==> config.mk <==
export PLATFORM = sky130hd
export DESIGN_NAME = keypad_digit_entry
export DESIGN_NICKNAME = d
export VERILOG_FILES = /design/src/rtl/keypad_digit_entry.sv
export SDC_FILE = /design/constraint.sdc
export NUM_CORES = 1
export LEC_CHECK = 0
export CELL_PAD_IN_SITES_DETAIL_PLACEMENT = 2
export CELL_PAD_IN_SITES_GLOBAL_PLACEMENT = 2
export CORE_ASPECT_RATIO = 0.75
export CORE_MARGIN = 1.5
export CORE_UTILIZATION = 35
export DETAILED_ROUTE_END_ITERATION = 8
export PLACE_DENSITY = 0.82
export REMOVE_ABC_BUFFERS = 1
export SLEW_MARGIN = 20
export SYNTH_ARGS = -nofsm -noshare
export SYNTH_HDL_FRONTEND = slang
export SYNTH_SLANG_ARGS = --single-unit
==> constraint.sdc <==
create_clock -name clk -period 3.05 [get_ports clk]
set_input_delay 0.61 -clock clk [delete_from_list [all_inputs] [get_ports clk]]
set_output_delay 0.61 -clock clk [all_outputs]
set_load 0.01 [all_outputs]
==> src/rtl/keypad_digit_entry.sv <==
// Keypad front end: 2-flop synchroniser, priority encoder, press/release debounce FSM
// and a BCD digit entry shift register. Define KEYPAD_MULTIKEY_REJECT_EN to reject chords.
module keypad_digit_entry #(
  parameter int NUM_KEYS        = 10,
  parameter int DIGITS          = 4,
  parameter int DEBOUNCE_CYCLES = 16
) (
  input  logic                          clk,
  input  logic                          rst_n,
  input  logic                          en,
  input  logic                          clear,
  input  logic [NUM_KEYS-1:0]           keys,
  output logic                          any_key,
  output logic                          key_valid,
  output logic [3:0]                    key_code,
  output logic [4*DIGITS-1:0]           digits,
  output logic [$clog2(DIGITS+1)-1:0]   count,
  output logic                          full,
  output logic                          overflow
);

  localparam int CW = $clog2(DIGITS + 1);
  localparam int DW = $clog2(DEBOUNCE_CYCLES + 1);
  localparam logic [CW-1:0] DIGITS_C = CW'(DIGITS);
  localparam logic [DW-1:0] CNT_LAST = DW'(DEBOUNCE_CYCLES - 1);
  localparam logic [DW-1:0] CNT_ONE  = DW'(1);

  typedef enum logic [2:0] {
    S_IDLE,
    S_DEBOUNCE,
    S_ACCEPT,
    S_HELD,
    S_RELEASE
  } state_e;

  state_e               state_q;
  logic [NUM_KEYS-1:0]  sync1_q, sync2_q;
  logic [DW-1:0]        cnt_q;
  logic [3:0]           cand_q;
  logic [3:0]           key_code_q;
  logic                 any_key_q, key_valid_q, overflow_q;
  logic [4*DIGITS-1:0]  digits_q, digits_d;
  logic [CW-1:0]        count_q, count_d;
  logic                 ovf_d;

  logic [3:0]           code;
  logic                 hit;
  logic                 multi;
  logic                 accept_fire;
  logic [4*DIGITS+3:0]  shift_ext;

  // Priority encoder: later (higher) indices overwrite earlier ones.
  always_comb begin
    // NOTE: every combinational output gets a default first so no latch is inferred.
    code = 4'd0;
    for (int i = 0; i < NUM_KEYS; i++) begin
      if (sync2_q[i]) code = 4'(i);
    end
  end

  assign hit = |sync2_q;

`ifdef KEYPAD_MULTIKEY_REJECT_EN
  assign multi = |(sync2_q & (sync2_q - 1'b1));
`else
  assign multi = 1'b0;
`endif

  assign accept_fire = en && (state_q == S_ACCEPT);
  assign shift_ext   = {digits_q, cand_q};

  // Entry action; clear takes priority over the shift but not over the key_valid pulse.
  always_comb begin
    digits_d = digits_q;
    count_d  = count_q;
    ovf_d    = 1'b0;
    if (accept_fire && cand_q <= 4'd9 && !(cand_q == 4'd0 && count_q == '0)) begin
      if (full) begin
        ovf_d = 1'b1;
      end else begin
        digits_d = shift_ext[4*DIGITS-1:0];
        count_d  = count_q + 1'b1;
      end
    end
    if (clear) begin
      digits_d = '0;
      count_d  = '0;
    end
  end

  always_ff @(posedge clk or negedge rst_n) begin
    if (!rst_n) begin
      state_q     <= S_IDLE;
      sync1_q     <= '0;
      sync2_q     <= '0;
      cnt_q       <= '0;
      cand_q      <= 4'd0;
      key_code_q  <= 4'd0;
      any_key_q   <= 1'b0;
      key_valid_q <= 1'b0;
      overflow_q  <= 1'b0;
      digits_q    <= '0;
      count_q     <= '0;
    end else begin
      // NOTE: sequential state uses non-blocking assignments so every flop samples pre-edge values.
      sync1_q     <= keys;
      sync2_q     <= sync1_q;
      any_key_q   <= hit;
      key_valid_q <= 1'b0;
      overflow_q  <= 1'b0;
      digits_q    <= digits_d;
      count_q     <= count_d;

      if (!en) begin
        state_q <= S_IDLE;
        cnt_q   <= '0;
      end else begin
        unique case (state_q)
          S_IDLE: begin
            if (hit) begin
              cand_q  <= code;
              cnt_q   <= CNT_ONE;
              state_q <= (DEBOUNCE_CYCLES == 1) ? S_ACCEPT : S_DEBOUNCE;
            end
          end
          S_DEBOUNCE: begin
            if (!hit || multi) begin
              state_q <= S_IDLE;
              cnt_q   <= '0;
            end else if (code != cand_q) begin
              cand_q <= code;
              cnt_q  <= CNT_ONE;
            end else begin
              cnt_q <= cnt_q + 1'b1;
              if (cnt_q >= CNT_LAST) state_q <= S_ACCEPT;
            end
          end
          S_ACCEPT: begin
            key_valid_q <= 1'b1;
            key_code_q  <= cand_q;
            overflow_q  <= ovf_d;
            cnt_q       <= '0;
            state_q     <= S_HELD;
          end
          S_HELD: begin
            if (!hit) begin
              cnt_q   <= CNT_ONE;
              state_q <= (DEBOUNCE_CYCLES == 1) ? S_IDLE : S_RELEASE;
            end
          end
          S_RELEASE: begin
            if (hit) begin
              cnt_q   <= '0;
              state_q <= S_HELD;
            end else if (cnt_q >= CNT_LAST) begin
              cnt_q   <= '0;
              state_q <= S_IDLE;
            end else begin
              cnt_q <= cnt_q + 1'b1;
            end
          end
          default: begin
            state_q <= S_IDLE;
            cnt_q   <= '0;
          end
        endcase
      end
    end
  end

  assign any_key   = any_key_q;
  assign key_valid = key_valid_q;
  assign key_code  = key_code_q;
  assign digits    = digits_q;
  assign count     = count_q;
  assign full      = (count_q == DIGITS_C);
  assign overflow  = overflow_q;

endmodule
# After elaboration in Yosys (flattened, before gate mapping)
# Cells that the tools add are included.
# totals
regBits	58
input_bits	14
out_inout_bits	27
# classes
addsub	2
n_lt_le_gt_ge	2
n_eq_ne	15
mux	42
n_reduce_logical	16
# ops
operator	count
2-to-1 mux 16 bit	3
2-to-1 mux 4 bit	9
2-to-1 mux 5 bit	7
2-to-1 mux 3 bit	11
one-hot mux 5 bit (4 select lines)	1
one-hot mux 3 bit (5 select lines)	1
!= test 4 bit (second input constant)	3
AND reduction 5 bit	2
OR reduction 10 bit	1
!= test 2 bit (second input constant)	4
one-hot mux 4 bit (2 select lines)	1
2-to-1 mux 1 bit	7
equality test 3 x 2 -> 1 bit (second input constant)	2
equality test 3 bit (second input constant)	2
logical NOT 3 bit	2
!= test 3 bit (second input constant)	2
AND reduction 2 bit	3
adder 5 x 1 -> 5 bit (second input constant)	1
>= comparator 5 x 4 -> 1 bit (second input constant)	1
less-or-equal comparator 4 bit (second input constant)	1
logical AND 1 bit	4
logical NOT 4 bit	1
2-to-1 mux 2 bit	2
!= test 4 bit	1
4 further kinds	5

# Longest topological paths before layout
# Gate-level depths: netlist of run 1.
# logic_depth
ltp_word	14
depth_mapped	8
depth_no_buf	8

# Worst setup path before layout of run 1
# Ideal clock, no wire load.
# synth_path
path_kind	register to register
from	reg cnt_q[0]
to	reg cnt_q[2]
setup_ps	67
t_arrival_ps	2289
required_time_ps	2983
path_slack_ps	694
stages_incl_launch_ff	9
path_cell_list	dfrtp_1 > ha_1 > and3_1 > ha_1 > a211oi_4 > nand4_1 > a2111o_1 > a2111oi_4 > a221o_1
# synth_via
elab_chain_len	5
# synth_rtl
item	line	source
from (decl)	38	logic [DW-1:0] cnt_q;
from (signal assigned)	134	cnt_q <= cnt_q + 1'b1;
from (signal assigned)	159	cnt_q <= cnt_q + 1'b1;
adder 5 x 1 -> 5 bit / >= comparator 5 x 4 -> 1 bit (equally long branches)	134, 159, 155	
2-to-1 mux 5 bit, on equally long branches	155, 130	
2-to-1 mux 5 bit, on equally long branches	152, 127	
one-hot mux 5 bit (4 select lines) (*)	118	unique case (state_q)
2-to-1 mux 5 bit (*)	114	if (!en) begin
# Mark *: on every way between the ends. The rest lies on a longest branch, timed or not.
# A chain may end at the register's enable or synchronous reset.

# Worst setup path after layout of run 1
# Same ends and word-level chain as after synthesis.

==> impl_metrics.py, run 1 <==
metrics = {
    "die": {
        "die_w_um": 102,
        "coreArea_um2": 6960,
        "die-area_um2": 7890,
        "rows": 26,
        "num_io_pins": 41,
        "fp.dieH_um": 77.3,
        "start_util_pct": 37.0,
    },
    "synth": {
        "yosysWarnings": 0,
        "syn_inst": 221,
        "synth_cell_type_count": 53,
        "yosys_most_used_dff": "dfrtp_1",
        "seq_area_frac_synth_pct": 56.3,
        "synthesis.area_um2": 2580,
        "syn_area_per_cell_um2": 11.7,
        "ys_ff_latch": 58,
        "async_reset_ff_share_pct": 100,
        "synth-edff-count": 0,
    },
    "power": {
        "switching_share_pct": 25.2,
        "clkPwrFrac_pct": 43.9,
        "comb_power_share_pct": 8.6,
        "p_leak_nw": 1.54,
        "vdd_drop_max_v": 0.000258,
        "power.density_nw_per_um2": 543,
        "p_seq_share_pct": 47.4,
        "p_sw_uw": 450,
        "internal_power_mw": 1.34,
        "power_mw": 1.79,
    },
    "outcome": {
        "outcome": "finished, final reports clean",
    },
    "setup_path": {
        "r2r-start": "cnt_q[0]",
        "startpoint": "cnt_q[0]",
        "required_ns": 3.33,
        "r2r-end": "cnt_q[2]",
        "crit_fanout": 7,
        "crit_arrival_ns": 2.86,
        "critPathLaunchType": "flip-flop",
        "critPathCaptureType": "flip-flop",
        "worstSetupEndpoint": "cnt_q[2]",
        "r2r_slack_ns": 0.46,
        "r2r_cells": 8,
        "criticalPathCategory": "flip-flop to flip-flop",
    },
    "grt": {
        "grt_pass1_vias": 2095,
        "grt_max_degree": 44,
        "overflow": 0,
        "antenna_found_initial": 0,
        "grt_pass1_wl_um": 10900,
        "track_usage_pct": 18.4,
    },
    "sta": {
        "max-slew-margin-rel_pct": 34.3,
        "final-setup-viol-count": 0,
        "final.min_clock_period_ns": 2.59,
        "min_period_over_period_pct": 84.8,
        "final.setup.worst_slack_ns": 0.464,
        "final_hold_viol_count": 0,
        "finClkSkew_ns": 0.00560,
        "fmax_ghz": 0.387,
        "drv_slew": 0,
        "tns_ns": 0,
        "rsz0062_at_grt": "no",
        "max_slew.worst_pin.slew_ns": 0.985,
    },
    "placement": {
        "postPlaceCellArea_um2": 3080,
        "dp_hpwl_um": 4580,
        "portBuffers": 40,
        "post-place-ws_ns": 0.498,
        "routabilityCongestion": 0.841,
    },
    "cts": {
        "clock_sinks": 58,
        "cts.repair.resized": 0,
        "clk_pin_slew_ns": 0.07,
        "cts_buffers": 9,
        "clk_path_buf_depth": 2,
        "insertion_delay_ns": 0.34,
        "hold_buffers": 0,
        "cts_tree": "built",
        "clockRootBuffer": "clkbuf_8",
        "postCtsSetupBuffers": 0,
        "htreeDepth": 3,
    },
    "hold_path": {
        "hp-start": "sync1_q[2]",
        "holdCritPathClass": "flip-flop to flip-flop",
    },
    "flow_run": {
        "cap_violations": 0,
    },
    "routing": {
        "drt_wl_total_um": 6510,
        "drt_pre_antenna_iters": 4,
        "via_count": 1884,
        "wl_per_cell_um": 17.5,
        "route.detailed.drc": 0,
        "drt_iter0_drc": 38,
        "via_per_inst": 5.06,
        "ant_nets": 0,
    },
    "final_layout": {
        "final_cell_mix": "58 x dfrtp_1, 39 x clkdlybuf4s50_1, 35 x nor2_1, 17 x mux2i_1",
        "final_area_um2": 3290,
        "drive_above_1_share_pct": 14.2,
        "layout_commonest_cell": "dfrtp_1",
        "nets": 287,
        "n_fill_cell": 729,
        "antenna_cells": 0,
        "post-route-util_pct": 47.3,
        "areaGrowthSynthToFinish_pct": 27.9,
    },
}
==> power groups by stage <==
| stage | logic, mW | clock network, mW | registers, mW |
|---|---|---|---|
| 2_1_floorplan | 0.0887 | 0 | 0.842 |
| 3_3_place_gp | 0.145 | 0 | 0.854 |
| 3_5_place_dp | 0.155 | 0 | 0.860 |
| 4_1_cts | 0.157 | 0.809 | 0.848 |
| 5_1_grt | 0.172 | 0.833 | 0.853 |
| 6_report | 0.154 | 0.786 | 0.848 |
==> worst min path at each step <==
| stage | end | slack [ns] | cells after the start |
|---|---|---|---|
| 2_1_floorplan | any_key | 0.31 | 0 |
| 3_3_place_gp | sync2_q[8] | 0.33 | 0 |
| 3_5_place_dp | sync2_q[2] | 0.34 | 0 |
| 4_1_cts | sync2_q[2] | 0.35 | 0 |
| 5_1_grt | sync2_q[2] | 0.35 | 0 |
| 6_report | sync2_q[2] | 0.34 | 0 |
==> metrics by stage <==
| step | hold slack (ns) | cells |
|---|---|---|
| after floorplan | 0.314 | 213 |
| after global placement | 0.333 | 356 |
| after detailed placement | 0.337 | 356 |
| after CTS | 0.351 | 372 |
| after global routing | 0.355 | 372 |
| final | 0.343 | 372 |
==> area by class of cell <==
type                    instances  area [µm²]  area share (%)
flip-flops and latches         58        1450            44.1
multi-input cells             143        1020            31.1
clock buffers                  11         141            4.29
clock inverters                 5        77.6            2.35
well taps                      98         123            3.72
inverters                      12        45.0            1.37
repair buffers                 45         433            13.1
==> flip-flops by register name, indices dropped and copies added, names as in the netlist <==
register / flops
cnt_q: 5
digits: 16
any_key: 1
sync2_q: 10
sync1_q: 10
count: 3
cand_q: 4
key_valid: 1
state_q: 3
key_code: 4
overflow: 1
==> cells by family after synthesis <==
group / Yosys count / share of synthesized area, %
AOI/OAI and AO/OA: 39 / 12.3
xor gates and xnor gates: 4 / 1.36
adders and majority gates: 4 / 1.94
buffers and inverters: 20 / 3.93
DFF: 58 / 56.3
muxes: 23 / 9.23
and+or+nand+nor: 73 / 14.9
==> layer usage <==
| layer | track usage (%) | share of wire [%] | vias up |
|---|---|---|---|
| met5 | 0 | 0 | - |
| met4 | 7.40 | 1.7 | 0 |
| met3 | 4.38 | 3.4 | 12 |
| met2 | 29.7 | 50 | 35 |
| met1 | 23.7 | 45 | 964 |
| li1 | - | - | 873 |
==> critical path, stage by stage, from the launching register on <==
cell       delay [ns]
dfrtp_1          0.40
ha_1             0.24
and3_1           0.18
ha_1             0.21
a211oi_4         0.37
nand4_1          0.15
a2111o_1         0.50
a2111oi_4        0.32
a221o_1          0.15
==> cell usage after synthesis, types with 3 or more instances <==
master | number | share of area [%]
mux2_2 | 6 | 2.6
dfrtp_1 | 58 | 56
xnor2_1 | 3 | 1.0
and3_1 | 4 | 0.97
ha_1 | 4 | 1.9
nand2_1 | 6 | 0.87
nor2_1 | 35 | 5.1
mux2i_1 | 17 | 6.6
inv_1 | 12 | 1.7
nand2b_1 | 5 | 1.2
or2_2 | 3 | 0.73
o21ai_0 | 4 | 0.78
a21oi_1 | 12 | 2.3
Note: power is estimated with default switching activity, not from simulation.
==> inputs of run 2 (changes only) <==
--- a/config.mk
+++ b/config.mk
@@ -9,9 +9,9 @@
 export CELL_PAD_IN_SITES_GLOBAL_PLACEMENT = 2
 export CORE_ASPECT_RATIO = 0.75
 export CORE_MARGIN = 1.5
-export CORE_UTILIZATION = 35
+export CORE_UTILIZATION = 31
 export DETAILED_ROUTE_END_ITERATION = 8
-export PLACE_DENSITY = 0.82
+export PLACE_DENSITY = 0.77
 export REMOVE_ABC_BUFFERS = 1
 export SLEW_MARGIN = 20
 export SYNTH_ARGS = -nofsm -noshare
==> constraint.sdc (replaced) <==
create_clock -name clk -period 2.3 [get_ports clk]
set_input_delay 0.46 -clock clk [delete_from_list [all_inputs] [get_ports clk]]
set_output_delay 0.46 -clock clk [all_outputs]
set_load 0.01 [all_outputs]
==> run 2 against run 1 <==
Setup slack worse by 0.39 ns. First-iteration DRC count up 16%. Largest cell class unchanged. Clock power up 15%. Via count up 2.0%. Flip-flop and latch count unchanged. Non-clock buffer count up 16. Routed wire length down 0.12%. Total power up 27%. Clock skew up 0.0063 ns. Critical endpoint is now state_q[1]. Global-route usage down 1.9 points. Die area up 12%. Clock-buffer cell count down 1.
==> impl_metrics.py, run 2 (synthesis gave the netlist of run 1 again) <==
metrics = {
    "grt": {
        "grt_pass1_vias": 2061,
        "track_usage_pct": 16.5,
        "antenna_found_initial": 0,
        "overflow": 0,
        "grt_pass1_wl_um": 10700,
        "grt_max_degree": 45,
    },
    "cts": {
        "clk_pin_slew_ns": 0.07,
        "clk_path_buf_depth": 2,
        "insertion_delay_ns": 0.35,
        "cts_buffers": 9,
        "clockRootBuffer": "clkbuf_8",
        "clock_sinks": 58,
        "cts_tree": "built",
        "htreeDepth": 3,
    },
    "setup_path": {
        "cp_cell_sequence": "and2b_2, a211o_1, a311oi_2, o211ai_2, o41ai_1, and2_1",
        "criticalPathCategory": "flip-flop to flip-flop",
        "r2r_cells": 6,
        "crit_fanout": 4,
        "critPathCaptureType": "flip-flop",
        "critical_path.slowest_cell": "o41ai_1",
        "required_ns": 2.59,
        "max_stage_delay_ns": 0.48,
        "cpLargestDelayFamily": "compound AO/OA/AOI/OAI gates",
        "r2r-start": "sync2_q[5]",
        "critPathLaunchType": "flip-flop",
        "r2r_slack_ns": 0.08,
        "crit_arrival_ns": 2.51,
        "cp_num_buf_inv": 0,
        "r2r-end": "state_q[1]",
    },
    "routing": {
        "via_count": 1921,
        "drt_pre_antenna_iters": 4,
        "ant_nets": 0,
        "route.detailed.drc": 0,
        "via_per_inst": 4.86,
        "drt_iter0_drc": 44,
        "drt_wl_total_um": 6500,
        "wl_per_cell_um": 16.5,
    },
    "flow_run": {
        "cap_violations": 0,
    },
    "die": {
        "die_w_um": 108,
        "rows": 28,
        "fp.dieH_um": 82.0,
        "start_util_pct": 32.3,
        "num_io_pins": 41,
        "coreArea_um2": 7990,
        "die-area_um2": 8870,
    },
    "outcome": {
        "outcome": "finished, final reports clean",
    },
    "final_layout": {
        "antenna_cells": 0,
        "drive_above_1_share_pct": 21.4,
        "areaGrowthSynthToFinish_pct": 33.4,
        "largest_reg_flops": 16,
        "layout_commonest_cell": "dfrtp_1",
        "final_cell_mix": "58 x dfrtp_1, 39 x clkdlybuf4s50_1, 35 x nor2_1, 20 x buf_4, 17 x mux2i_1",
        "final_area_um2": 3440,
        "nets": 303,
        "stdcell_count": 395,
    },
    "sta": {
        "fin_hold_ws_ns": 0.0367,
        "fmax_ghz": 0.450,
        "final-setup-viol-count": 0,
        "final_hold_viol_count": 0,
        "drv_slew": 0,
        "max-slew-margin-rel_pct": 66.9,
        "final.min_clock_period_ns": 2.22,
        "finClkSkew_ns": 0.0119,
        "min_period_over_period_pct": 96.7,
        "max_slew.worst_pin.slew_ns": 0.497,
        "tns_ns": 0,
    },
    "hold_path": {
        "holdCritPathClass": "input port to asynchronous set/reset pin",
    },
    "power": {
        "power.density_nw_per_um2": 660,
        "vdd_drop_max_v": 0.000434,
        "power_mw": 2.27,
        "p_leak_nw": 1.62,
    },
    "placement": {
        "postPlaceCellArea_um2": 3210,
        "portBuffers": 40,
        "dp.cells": 378,
        "dp_hpwl_um": 4650,
        "routabilityCongestion": 0.810,
    },
}
[run 2: routing by layer]
metal / track usage (%) / vias to the layer above / wire length (µm)
met1: 21.1 / 974 / 3070
met3: 4.68 / 11 / 198
met2: 25.9 / 34 / 3080
met4: 7.89 / 0 / 151
met5: 0 / - / 0
li1: - / 902 / -
[run 2: power breakdown]
part / internal (mW) / switching [mW] / leakage (nW) / total [mW]
clock network: 0.492 / 0.411 / 0.0958 / 0.903
registers: 1.06 / 0.0459 / 0.745 / 1.10
logic: 0.112 / 0.151 / 0.777 / 0.263
[run 2: through the flow]
stage	utilization, %	worst slack, ns
after floorplan	-	-0.0556
after global placement	40.2	0.0243
after detailed placement	40.2	-0.0930
after CTS	42.7	0.00198
after global routing	43.0	-0.0189
final	43.0	0.0770
[run 2: worst max-delay path by stage]
stage	start	endpoint	depth (start not counted)
2_1_floorplan	cnt_q[0]	cnt_q[2]	8
3_3_place_gp	cnt_q[0]	cnt_q[2]	8
3_5_place_dp	cnt_q[0]	cnt_q[4]	8
4_1_cts	sync2_q[5]	state_q[1]	6
5_1_grt	sync2_q[5]	cnt_q[2]	7
6_report	sync2_q[5]	state_q[1]	6
[run 2: timing repair]
item	4_1_cts	5_1_grt
hold buffers	0	0
gates resized for setup	2	8
setup buffers	1	0
endpoints found under the setup margin	4	10
pin swaps	3	3
[run 2: final cells by class]
cell class / count / area, µm²
fillers: 838 / 4550
multi-input cells: 143 / 1060
inverters: 12 / 45.0
flip-flops and latches: 58 / 1450
clock inverters: 6 / 57.6
clock buffers: 10 / 128
repair buffers: 61 / 566
well taps: 105 / 131
